[src/rtl/rr_arbiter16.sv]
// rr_arbiter16: 16-way round-robin arbiter with hold-until-done grants.
// Optional forced release after MAX_HOLD cycles under `RR_ARB_TIMEOUT_EN.
module rr_arbiter16 #(
    parameter int N        = 16,
    parameter int IDW      = 4,
    parameter int MAX_HOLD = 15
) (
    input  logic           clk,
    input  logic           rst,
    input  logic [N-1:0]   req,
    input  logic           done,
    output logic [N-1:0]   gnt,
    output logic           gnt_valid,
    output logic [IDW-1:0] gnt_id,
    output logic           busy,
    output logic           timeout
);

    if (N != 16 || IDW != 4 || MAX_HOLD < 1) begin : g_cfg_err
        $error("rr_arbiter16: unsupported parameter set");
    end

    typedef enum logic {
        IDLE,
        GRANT
    } state_e;

    state_e         state_q, state_d;
    logic [IDW-1:0] ptr_q, ptr_d;
    logic [N-1:0]   gnt_q, gnt_d;
    logic [IDW-1:0] id_q, id_d;
    logic           valid_q, valid_d;
    logic           tmo_q, tmo_d;

    logic [IDW-1:0] win_hi, win_lo, winner;
    logic           hit_hi;
    logic           hold_hit;
    logic           own_req;

    // Descending scan so the lowest matching index is the last one written.
    always_comb begin
        win_hi = '0;
        win_lo = '0;
        hit_hi = 1'b0;
        for (int i = N - 1; i >= 0; i--) begin
            if (req[i]) begin
                win_lo = IDW'(i);
                if (IDW'(i) >= ptr_q) begin
                    win_hi = IDW'(i);
                    hit_hi = 1'b1;
                end
            end
        end
        winner = hit_hi ? win_hi : win_lo;
    end

    assign own_req = req[id_q];

`ifdef RR_ARB_TIMEOUT_EN
    localparam int HW = $clog2(MAX_HOLD + 1);

    logic [HW-1:0] hold_q, hold_d;

    // Compare the post-increment count so release lands after MAX_HOLD grant cycles.
    assign hold_hit = (state_q == GRANT) &&
                      ((hold_q + HW'(1)) == HW'(MAX_HOLD));

    always_comb begin
        hold_d = '0;
        if (state_q == GRANT) begin
            hold_d = hold_q + HW'(1);
        end
    end

    always_ff @(posedge clk or posedge rst) begin
        if (rst) begin
            hold_q <= '0;
        end else begin
            hold_q <= hold_d;
        end
    end
`else
    assign hold_hit = 1'b0;
`endif

    always_comb begin
        state_d = state_q;
        ptr_d   = ptr_q;
        gnt_d   = gnt_q;
        id_d    = id_q;
        valid_d = valid_q;
        tmo_d   = 1'b0;
        unique case (state_q)
            IDLE: begin
                if (|req) begin
                    state_d = GRANT;
                    gnt_d   = {{(N-1){1'b0}}, 1'b1} << winner;
                    id_d    = winner;
                    valid_d = 1'b1;
                end
            end
            GRANT: begin
                if (done || !own_req || hold_hit) begin
                    state_d = IDLE;
                    gnt_d   = '0;
                    valid_d = 1'b0;
                    ptr_d   = id_q + IDW'(1);
                    tmo_d   = hold_hit && !done && own_req;
                end
            end
        endcase
    end

    always_ff @(posedge clk or posedge rst) begin
        if (rst) begin
            state_q <= IDLE;
            ptr_q   <= '0;
            gnt_q   <= '0;
            id_q    <= '0;
            valid_q <= 1'b0;
            tmo_q   <= 1'b0;
        end else begin
            state_q <= state_d;
            ptr_q   <= ptr_d;
            gnt_q   <= gnt_d;
            id_q    <= id_d;
            valid_q <= valid_d;
            tmo_q   <= tmo_d;
        end
    end

    assign gnt       = gnt_q;
    assign gnt_valid = valid_q;
    assign gnt_id    = id_q;
    assign busy      = valid_q;
    assign timeout   = tmo_q;

endmodule

[config.mk]
export PLATFORM = sky130hd
export DESIGN_NAME = rr_arbiter16
export DESIGN_NICKNAME = d
export VERILOG_FILES = /design/src/rtl/rr_arbiter16.sv
export SDC_FILE = /design/constraint.sdc
export NUM_CORES = 1
export LEC_CHECK = 0
export ABC_CLOCK_PERIOD_IN_PS = 2900
export CORE_AREA = 5 5 86 88
export DETAILED_ROUTE_END_ITERATION = 10
export DIE_AREA = 0 0 91 93
export DONT_BUFFER_PORTS = 1
export PLACE_DENSITY = 0.46
export SLEW_MARGIN = 20
export SYNTH_ARGS = -nofsm -noshare
export SYNTH_HDL_FRONTEND = slang
export SYNTH_SLANG_ARGS = --single-unit
[constraint.sdc]
create_clock -name clk -period 2.9 [get_ports clk]
set_input_delay 0 -clock clk [delete_from_list [all_inputs] [get_ports clk]]
set_output_delay 0 -clock clk [all_outputs]
set_load 0.005 [all_outputs]
==> impl_metrics.csv <==
group,metric,value,unit
worst_hold_path,min-delay-start,"req[14]",
clocking,cts_tree,"built",
clocking,htree_levels,1,
sta,rsz0062_at_grt,"false",
clocking,cts_buffers,3,
sta,finClkSkew,2.353,ps
worst_hold_path,holdCritPathClass,"in -> reg",
critical_path,cp_slowest_stage_delay,660,ps
layout,syn_to_final_growth,7.890,%
synthesis,synth_ff_type,"dfrtp_1",
worst_hold_path,min_to,"state_q",
layout,final_layout_size_suffix_gt1_share,11.90,%
placed_design,place_ws,328.1,ps
synthesis,yosysSeqAreaShare,34.19,%
synthesis,synth-edff-count,0,
grt,grt_max_degree,27,
critical_path,rr_startpoint,"ptr_q[1]",
die,io_pins,42,
placed_design,placed_cell_area,1988,um^2
die,core_area,6569,um^2
critical_path,path_common_cell,"a32o_1",
critical_path,crit_family,"compound AO/OA/AOI/OAI gates",
synthesis,ys_async_sr_fraction,100.0,%
pwr,power_frac_comb,56.2,%
die,fp-row-count,30,
drt,wl_per_cell,19.41,um
critical_path,end_kind,"flip-flop",
synthesis,yosysWarnings,0,
clocking,root_buffer,"clkbuf_8",
die,die_width,91,um
drt,ant_nets,0,
layout,finalInstanceArea,2053,um^2
critical_path,crit_buf_inv,0,
synthesis,synth.area.top_cells,"dfrtp_1 (34%), a32o_1 (9.5%), mux4_1 (5.5%)",
drt,initialDrtViolationCount,143,
critical_path,reg2reg_slack,330,ps
critical_path,timing.reg2reg.worst_path_depth,7,
sta,setup_viol,0,
die,dieArea,8463,um^2
sta,tightest_slew,808.4,ps
synthesis,yosys.area.top_type,"dfrtp_1",
drt,remaining_drc_errors,0,
pwr,power.total,0.002255,W
pwr,power_leakage,0.8212,nW
synthesis,netlist_area,1903,um^2
sta,period_minus_slack,2570,ps
sta,hold-worst-slack,96.63,ps
critical_path,start_kind,"flip-flop",
drt,detail_route.wirelength,5.630,mm
flow_run,cap_violations,0,
pwr,clock_power_share,10.5,%
synthesis,yosysTopAreaCellShare,34.19,%
worst_hold_path,min_path_cells,4,
layout,antenna_cells,0,
critical_path,crit_fanout,16,
drt,viasPerCell,5.783,
outcome,status,"finished, final reports clean",
clocking,postCtsSetupBuffers,0,
pwr,peakVddDrop,0.3971,mV
synthesis,synth.avg_cell_area,9.194,um^2
clocking,clk_pin_slew_worst_paths,90,ps
synthesis,synth_nets,227,
placed_design,hpwl,4.210,mm
sta,setup_tns,0,ps
layout,layout.nets,231,
critical_path,critPathArrivalTime,2780,ps
synthesis,yosysMostFrequentCell,"dfrtp_1",
critical_path,crit_chain,"nand4b_1 > nand3b_1 > a21boi_0 > nand4_1 > nor2_1 > a32o_1 > a32o_1",
pwr,power.density,1098,nW/um^2
grt,grt.total_usage,13.48,%
layout,nFillCells,692,
sta,max_slew_margin,45.61,%
sta,drv_slew,0,
critical_path,worst_r2r_endpoint,"gnt[9]",
synthesis,synth_commonest_cells,"dfrtp_1 (26), nor2_1 (20), a32o_1 (18)",
pwr,seqPwrFrac,33.4,%
synthesis,synthDistinctLibCells,51,
layout,multi_input_area,1129,um^2
pwr,swShare,47.96,%
synthesis,syn_inst,207,
sta,final_hold_viol_count,0,
sta,fin_crit_sh,88.62,%
grt,grt_first_pass_wirelength,9.377,mm
die,dieHeight,93,um
layout,seq_area,650.6,um^2
pwr,intPower,0.001174,W
critical_path,crit_slowest_cell,"dfrtp_1",
placed_design,gp_congestion,0.8271,
grt,overflow,0,
clocking,clk_latency,270,ps
synthesis,synth_seq_cells,26,
drt,drt-pass1-iter-count,4,
grt,antenna_found_initial,0,
drt,vias,1677,
clocking,clock_sinks,26,
die,start_util,28.97,%
clocking,cts.path.max_buffers,2,
placed_design,port_buffers,0,
sta,fmax,0.3891,GHz
critical_path,crit_type,"reg -> reg",
critical_path,cp.required,3110,ps
grt,grt_pass1_vias,1680,
pwr,p_sw,0.001082,W
sta,fin_ws,330.1,ps
-- layer usage --
metal	global-route usage (%)	vias up	share of wire (%)
met5	0	-	0
met4	2.078	0	0.82
met3	4.183	4	7.0
met2	21.69	52	48
met1	18.15	820	44
li1	-	801	-
-- power by group through the flow --
stage / clock network, W / logic, W / registers (W)
4_1_cts: 0.000243 / 0.00128 / 0.000756
5_1_grt: 0.000257 / 0.00143 / 0.000787
6_report: 0.000236 / 0.00127 / 0.000752
2_1_floorplan: 0 / 0.00106 / 0.000640
3_5_place_dp: 0 / 0.00128 / 0.000763
3_3_place_gp: 0 / 0.00126 / 0.000768
-- state kept, by name (all words and copies together) (netlist names) --
| signal | flops |
|---|---|
| ptr_q | 4 |
| busy | 1 |
| gnt | 16 |
| gnt_id | 4 |
| state_q | 1 |
-- cell usage in the layout (no fill, tap or decap), drive strengths merged, types with 2 or more instances in the layout --
cell type,netlist,final
nand3,5,5
nor2b,4,4
dfrtp,26,26
a21oi,16,16
a2111oi,2,2
a21boi,5,5
mux4,5,5
a32o,18,18
inv,11,11
nor4,3,3
nand2b,6,6
clkbuf,2,4
nand2,17,17
a21o,2,2
and2,2,2
o22ai,2,2
nor3,5,5
or2,2,2
a311oi,2,2
nor2,21,21
o21ai,12,12
buf,9,9
nand4,4,4
a31oi,3,3
o31ai,4,4
-- worst min-delay path, cell delays in order --
cell and delay [ps]:
nor3_1 50, nand4_1 140, nor2_1 50, nor2_1 80
-- metrics by stage --
stage | util, % | cells
5_1_grt | 31.26 | 290
2_1_floorplan | - | 207
3_3_place_gp | 30.27 | 285
3_5_place_dp | 30.27 | 285
6_report | 31.26 | 290
4_1_cts | 31.26 | 290
-- final cells by class --
type / instances / area share, %
Inverter: 11 / 2.011
Timing Repair Buffer: 10 / 3.778
Clock buffer: 4 / 2.681
Sequential cell: 26 / 31.69
Multi-Input combinational cell: 159 / 54.97
Tap cell: 80 / 4.875
-- kinds of logic (layout without fill, tap and decap cells) --
group | count (synthesis) | in the layout | share of synthesized area, %
multiplexers | 7 | 7 | 7.824
AO/OA/AOI/OAI | 73 | 73 | 29.65
AND/OR/NAND/NOR | 75 | 75 | 20.05
buffers and inverters | 22 | 25 | 6.508
flip-flops | 26 | 26 | 34.19
XOR/XNOR | 2 | 2 | 0.9206
other | 1 | 1 | 0.1970
adder cells (fa/ha/maj) | 1 | 1 | 0.6574
-- worst max-delay path by stage --
stage               startpoint      end  slack [ps]  cells after the start
finish                ptr_q[1]   gnt[9]         330                      7
global route          ptr_q[1]   gnt[1]          40                      7
CTS                   ptr_q[0]   gnt[2]         300                      7
detailed placement    ptr_q[0]   gnt[2]         330                      7
global placement      ptr_q[0]   gnt[0]         360                      7
floorplan            gnt_id[0]  gnt[12]         550                      7
-- timing repair --
action	4_1_cts	5_1_grt
gates resized for setup	0	0
hold buffers	1	0
hold endpoints to repair	26	0
(Power assumes the default switching activity.)
